$ cat config.mk
export PLATFORM = sky130hd
export DESIGN_NAME = chunked_addsub_unit
export DESIGN_NICKNAME = d
export VERILOG_FILES = /design/src/rtl/chunked_addsub_unit.sv
export SDC_FILE = /design/constraint.sdc
export NUM_CORES = 1
export LEC_CHECK = 0
export ABC_AREA = 1
export BUFFER_PORTS_ARGS = -buffer_cell sky130_fd_sc_hd__buf_2
export CAP_MARGIN = 20
export CORE_ASPECT_RATIO = 1.25
export CORE_MARGIN = 3
export CORE_UTILIZATION = 60
export CTS_CLUSTER_SIZE = 40
export DETAILED_ROUTE_END_ITERATION = 16
export GPL_ROUTABILITY_DRIVEN = 0
export MAX_ROUTING_LAYER = met4
export PLACE_DENSITY = 0.86
export SETUP_SLACK_MARGIN = 0.05
export SLEW_MARGIN = 25
export SYNTH_ARGS = -nofsm -noshare
export SYNTH_HDL_FRONTEND = slang
export SYNTH_SLANG_ARGS = --single-unit
$ cat constraint.sdc
create_clock -name clk -period 10.1 [get_ports clk]
set_input_delay 1.01 -clock clk [delete_from_list [all_inputs] [get_ports clk]]
set_output_delay 1.01 -clock clk [all_outputs]
set_load 0.02 [all_outputs]
$ cat src/rtl/chunked_addsub_unit.sv
// chunked_addsub_unit
//   Multi-cycle two's-complement adder/subtractor. The operation is
//   processed CHUNK bits per clock, LSB chunk first. The carry between
//   chunks is held in a register, so the combinational ripple is only
//   CHUNK bits long regardless of WIDTH.
//
// Ports
//   clk        rising-edge clock
//   rst_n      asynchronous active-low reset
//   in_valid   operand set present            (input handshake)
//   in_ready   unit can accept an operand set (input handshake)
//   sub        1: a + ~b + c_in, 0: a + b + c_in
//   c_in       carry in (1 together with sub=1 gives a - b)
//   num1       operand a
//   num2       operand b
//   out_valid  result and flags valid         (output handshake)
//   out_ready  consumer takes the result      (output handshake)
//   result     sum / difference, modulo 2^WIDTH
//   c_out      carry out of the MSB (for subtraction 1 = no borrow)
//   overflow   signed overflow
//   zero       result == 0
//   negative   result MSB
//   fsm_state  current FSM state, for observation only
//
// Handshake: a transfer happens on a rising clk edge where valid and ready
// are both 1. Input side: in_ready is 1 only in IDLE. Output side:
// out_valid is 1 only in DONE, where result and flags are stable until
// the edge where out_ready is 1.
module chunked_addsub_unit #(
    parameter int WIDTH = 32,
    parameter int CHUNK = 8
) (
    input  logic             clk,
    input  logic             rst_n,
    input  logic             in_valid,
    output logic             in_ready,
    input  logic             sub,
    input  logic             c_in,
    input  logic [WIDTH-1:0] num1,
    input  logic [WIDTH-1:0] num2,
    output logic             out_valid,
    input  logic             out_ready,
    output logic [WIDTH-1:0] result,
    output logic             c_out,
    output logic             overflow,
    output logic             zero,
    output logic             negative,
    output logic [1:0]       fsm_state
);

    localparam int NCHUNK = WIDTH / CHUNK;
    localparam int KW     = (NCHUNK > 1) ? $clog2(NCHUNK) : 1;
    localparam logic [KW-1:0] K_LAST = KW'(NCHUNK - 1);

    typedef enum logic [1:0] {
        IDLE = 2'd0,
        BUSY = 2'd1,
        DONE = 2'd2
    } state_t;

    state_t           state, state_nxt;
    logic [KW-1:0]    k;
    logic             carry;
    logic [WIDTH-1:0] a_q;
    logic [WIDTH-1:0] b_q;     // already inverted for subtraction

    logic [CHUNK-1:0] a_sl, b_sl;
    logic [CHUNK:0]   chunk_sum;
    logic [WIDTH-1:0] result_nxt;
    logic             last;

    // Select the current chunk with constant part-selects.
    always_comb begin
        a_sl = '0;
        b_sl = '0;
        for (int i = 0; i < NCHUNK; i++) begin
            if (k == i[KW-1:0]) begin
                a_sl = a_q[i*CHUNK +: CHUNK];
                b_sl = b_q[i*CHUNK +: CHUNK];
            end
        end
    end

    assign chunk_sum = {1'b0, a_sl} + {1'b0, b_sl} + {{CHUNK{1'b0}}, carry};
    assign last      = (k == K_LAST);

    // Result with the current chunk merged in; flags on the final chunk
    // are computed from this so they see the complete word.
    always_comb begin
        result_nxt = result;
        for (int i = 0; i < NCHUNK; i++) begin
            if (k == i[KW-1:0]) begin
                result_nxt[i*CHUNK +: CHUNK] = chunk_sum[CHUNK-1:0];
            end
        end
    end

    always_comb begin
        state_nxt = state;
        case (state)
            IDLE:    if (in_valid)  state_nxt = BUSY;
            BUSY:    if (last)      state_nxt = DONE;
            DONE:    if (out_ready) state_nxt = IDLE;
            default:                state_nxt = IDLE;
        endcase
    end

    always_ff @(posedge clk or negedge rst_n) begin
        if (!rst_n) begin
            state    <= IDLE;
            k        <= '0;
            carry    <= 1'b0;
            a_q      <= '0;
            b_q      <= '0;
            result   <= '0;
            c_out    <= 1'b0;
            overflow <= 1'b0;
            zero     <= 1'b0;
            negative <= 1'b0;
        end else begin
            state <= state_nxt;
            case (state)
                IDLE: begin
                    if (in_valid) begin
                        a_q   <= num1;
                        b_q   <= sub ? ~num2 : num2;
                        carry <= c_in;
                        k     <= '0;
                    end
                end
                BUSY: begin
                    result <= result_nxt;
                    carry  <= chunk_sum[CHUNK];
                    if (last) begin
                        c_out    <= chunk_sum[CHUNK];
                        overflow <= (a_q[WIDTH-1] == b_q[WIDTH-1]) &&
                                    (result_nxt[WIDTH-1] != a_q[WIDTH-1]);
                        zero     <= ~|result_nxt;
                        negative <= result_nxt[WIDTH-1];
                        k        <= '0;
                    end else begin
                        k <= k + KW'(1);
                    end
                end
                default: ;
            endcase
        end
    end

    assign in_ready  = (state == IDLE);
    assign out_valid = (state == DONE);
    assign fsm_state = state;

endmodule

==> impl_metrics.tcl <==
set metrics [dict create \
    tritoncts "done" \
    clock-sinks 105 \
    async_flop_share 1.000 \
    cts_buffer_depth 2 \
    cts-htree-levels 3 \
    synth_edf_count 0 \
    via_per_inst 5.502 \
    finalSetupTns_ns 0 \
    skew_ns 0.007641 \
    fmax_ghz 0.2316 \
    layout_commonest_cell "nand2_1" \
    clk_pin_slew_ns 0.07 \
    area_growth_pct 15.23 \
    switching_share 0.5032 \
    ir_worst_vdd_mv 0.1828 \
    fin_crit_sh 0.4275 \
    p_comb_frac 0.587 \
    period_minus_slack_ns 4.318 \
    diodes 0 \
    seq_area_frac_synth 0.4609 \
    clockPowerShare 0.137 \
    ys_ff_latch 105 \
    rsz0062_at_grt "no" \
    internal_power_uw 1379 \
    slew_violations 0 \
    drt-wirelength-per-cell_um 14.82 \
    ctsResizeCount 0 \
    fp.dieH_um 115.0 \
    synth.distinct_cells 35 \
    root_buffer "clkbuf_16" \
    first_pass_iters 5 \
    worst-setup-path-type "register to register" \
    cts_buffers 9 \
    layout.nets 903 \
    grt_use_total 0.2888 \
    synth-main-ff-cell "dfrtp_1" \
    grt_pass1_vias 5033 \
    powerDensity_nw_per_um2 422.4 \
    crit_path_start_kind "register" \
    ios 110 \
    end_kind "register" \
    final_cell_mix "nand2_1, buf_2, dfrtp_1, o21ai_0, nor2_1" \
    synth_area_um2 5700 \
    cts.hold.buffers_added 0 \
    outcome "completed" \
    p_seq_frac 0.275 \
    detail-route-antenna-nets 0 \
    cp_max_fo 16 \
    dr_total_vias 5216 \
    fp-row-count 39 \
    finalHoldViolCount 0 \
    drc 0 \
    critPathRequiredTime_ns 10.38 \
    dpl.hpwl_um 10220 \
    first_iter_violations 412 \
    drt_wl_total_um 14050 \
    numPortBuffers 109 \
    grt_max_degree 98 \
    drive_gt1_frac 0.1976 \
    antenna_found_initial 0 \
    yosys_warnings 0 \
    die_w_um 93.18 \
    power_switching_uw 1396 \
    dieArea_um2 10710 \
    clk_latency_ns 0.35 \
    crit_arrival_ns 4.60 \
    grt_pass1_wl_um 23650 \
    core_area_um2 9223 \
    syn_avg_cell_area_um2 7.745 \
    nFillCells 708 \
    holdWs_ns 0.4817 \
    finalSetupViolations 0 \
    gr-total-overflow 0 \
    worst_pin_slew_ns 1.026 \
    post_cts_buffers 0 \
    hold_path_class "register to register" \
    syn_nets 819 \
    p_leak_uw 0.003394 \
    start_util 0.6181 \
    drv_cap 0 \
    max-slew-margin-rel 0.3158 \
    syn_inst 736 \
]
## layer usage
metal  part of all wire  wire, µm  vias up  global-route usage
met5                  0         0        -                   -
met4              0.038       534        0              0.1349
met3              0.066       926       45             0.03927
met2               0.49      6849      250              0.4637
met1               0.41      5745     2390              0.3644
li1                   -         -     2531                   -
## Yosys cell counts (3+ instances only)
| cell type | n | area share |
|---|---|---|
| nand3_2 | 6 | 0.011 |
| or2_2 | 4 | 0.0044 |
| buf_1 | 4 | 0.0026 |
| inv_2 | 6 | 0.0040 |
| nor2_1 | 49 | 0.032 |
| a22oi_1 | 6 | 0.0079 |
| nand2_1 | 279 | 0.18 |
| buf_4 | 3 | 0.0040 |
| nand2_2 | 10 | 0.011 |
| buf_2 | 12 | 0.011 |
| inv_1 | 28 | 0.018 |
| a31oi_1 | 11 | 0.012 |
| o31ai_1 | 3 | 0.0040 |
| clkbuf_1 | 18 | 0.012 |
| a21oi_1 | 32 | 0.028 |
| dfrtp_1 | 105 | 0.46 |
| ha_1 | 11 | 0.024 |
| nand3_1 | 30 | 0.026 |
| xnor2_1 | 32 | 0.049 |
| o21ai_0 | 67 | 0.059 |
## layout make-up
cell class	count	area, µm²	area share
timing repair buffer	112	570.5	0.08686
multi-input combinational	556	2751	0.4189
sequential	105	2628	0.4000
clock buffer	10	239.0	0.03638
tap	123	153.9	0.02343
clock inverter	6	90.09	0.01371
inverter	36	136.4	0.02076
## power by group through the flow
| stage | clock network (µW) | logic, µW | registers [µW] |
|---|---|---|---|
| after floorplan | 0 | 1170 | 809 |
| after global placement | 0 | 1540 | 757 |
| after detailed placement | 0 | 1590 | 765 |
| after CTS | 384 | 1610 | 761 |
| after global routing | 402 | 1830 | 789 |
| final | 381 | 1630 | 764 |
## stage by stage
| stage | power, µW | area (µm²) | cells | util | setup WS [ns] |
|---|---|---|---|---|---|
| 2_1_floorplan | 1975 | 5700 | 736 | - | 6.856 |
| 3_3_place_gp | 2301 | 6240 | 932 | 0.6766 | 6.175 |
| 3_5_place_dp | 2354 | 6240 | 932 | 0.6766 | 5.978 |
| 4_1_cts | 2754 | 6569 | 948 | 0.7123 | 5.891 |
| 5_1_grt | 3022 | 6569 | 948 | 0.7123 | 5.446 |
| 6_report | 2775 | 6569 | 948 | 0.7123 | 5.782 |
## registers in the layout, indices dropped and copies added (netlist names)
name / cells
a_q: 32
b_q: 32
c_out: 1
carry: 1
fsm_state: 2
k: 2
negative: 1
overflow: 1
result: 32
zero: 1
## kinds of logic (layout without fill, tap and decap cells)
kind of cell,Yosys count,in the layout,synth area share
simple gates,382,382,0.2759
buf+inv,75,164,0.05684
compound gates,129,129,0.1260
xor+xnor,32,32,0.04917
flops,105,105,0.4609
fa+ha+maj,13,13,0.03117
## worst max-delay path, stage by stage (launching register included)
cell	delay [ns]
dfrtp_1	0.43
inv_1	0.10
ha_1	0.40
inv_1	0.20
nor2_2	0.63
a221oi_1	0.18
o31ai_1	0.35
fa_1	0.32
fa_1	0.50
nand2_1	0.09
o21ai_0	0.13
nor2_1	0.22
nand2_1	0.10
nor2_1	0.13
nand3_1	0.09
nor2_1	0.10
nand2_1	0.06
nor2_1	0.10
nand2_1	0.06
nand2_1	0.05
## worst paths after layout
kind / from / to / slack (ns) / cells after the start
max in group asynchronous: rst_n / a_q[13] / 8.29 / 2
min in group asynchronous: rst_n / result[26] / 0.63 / 1
min reg2reg: c_out / c_out / 0.48 / 2
min: c_out / c_out / 0.48 / 2
max reg2reg: k[0] / zero / 5.78 / 19
max: k[0] / zero / 5.78 / 19
Note: power is estimated with default switching activity, not from simulation.
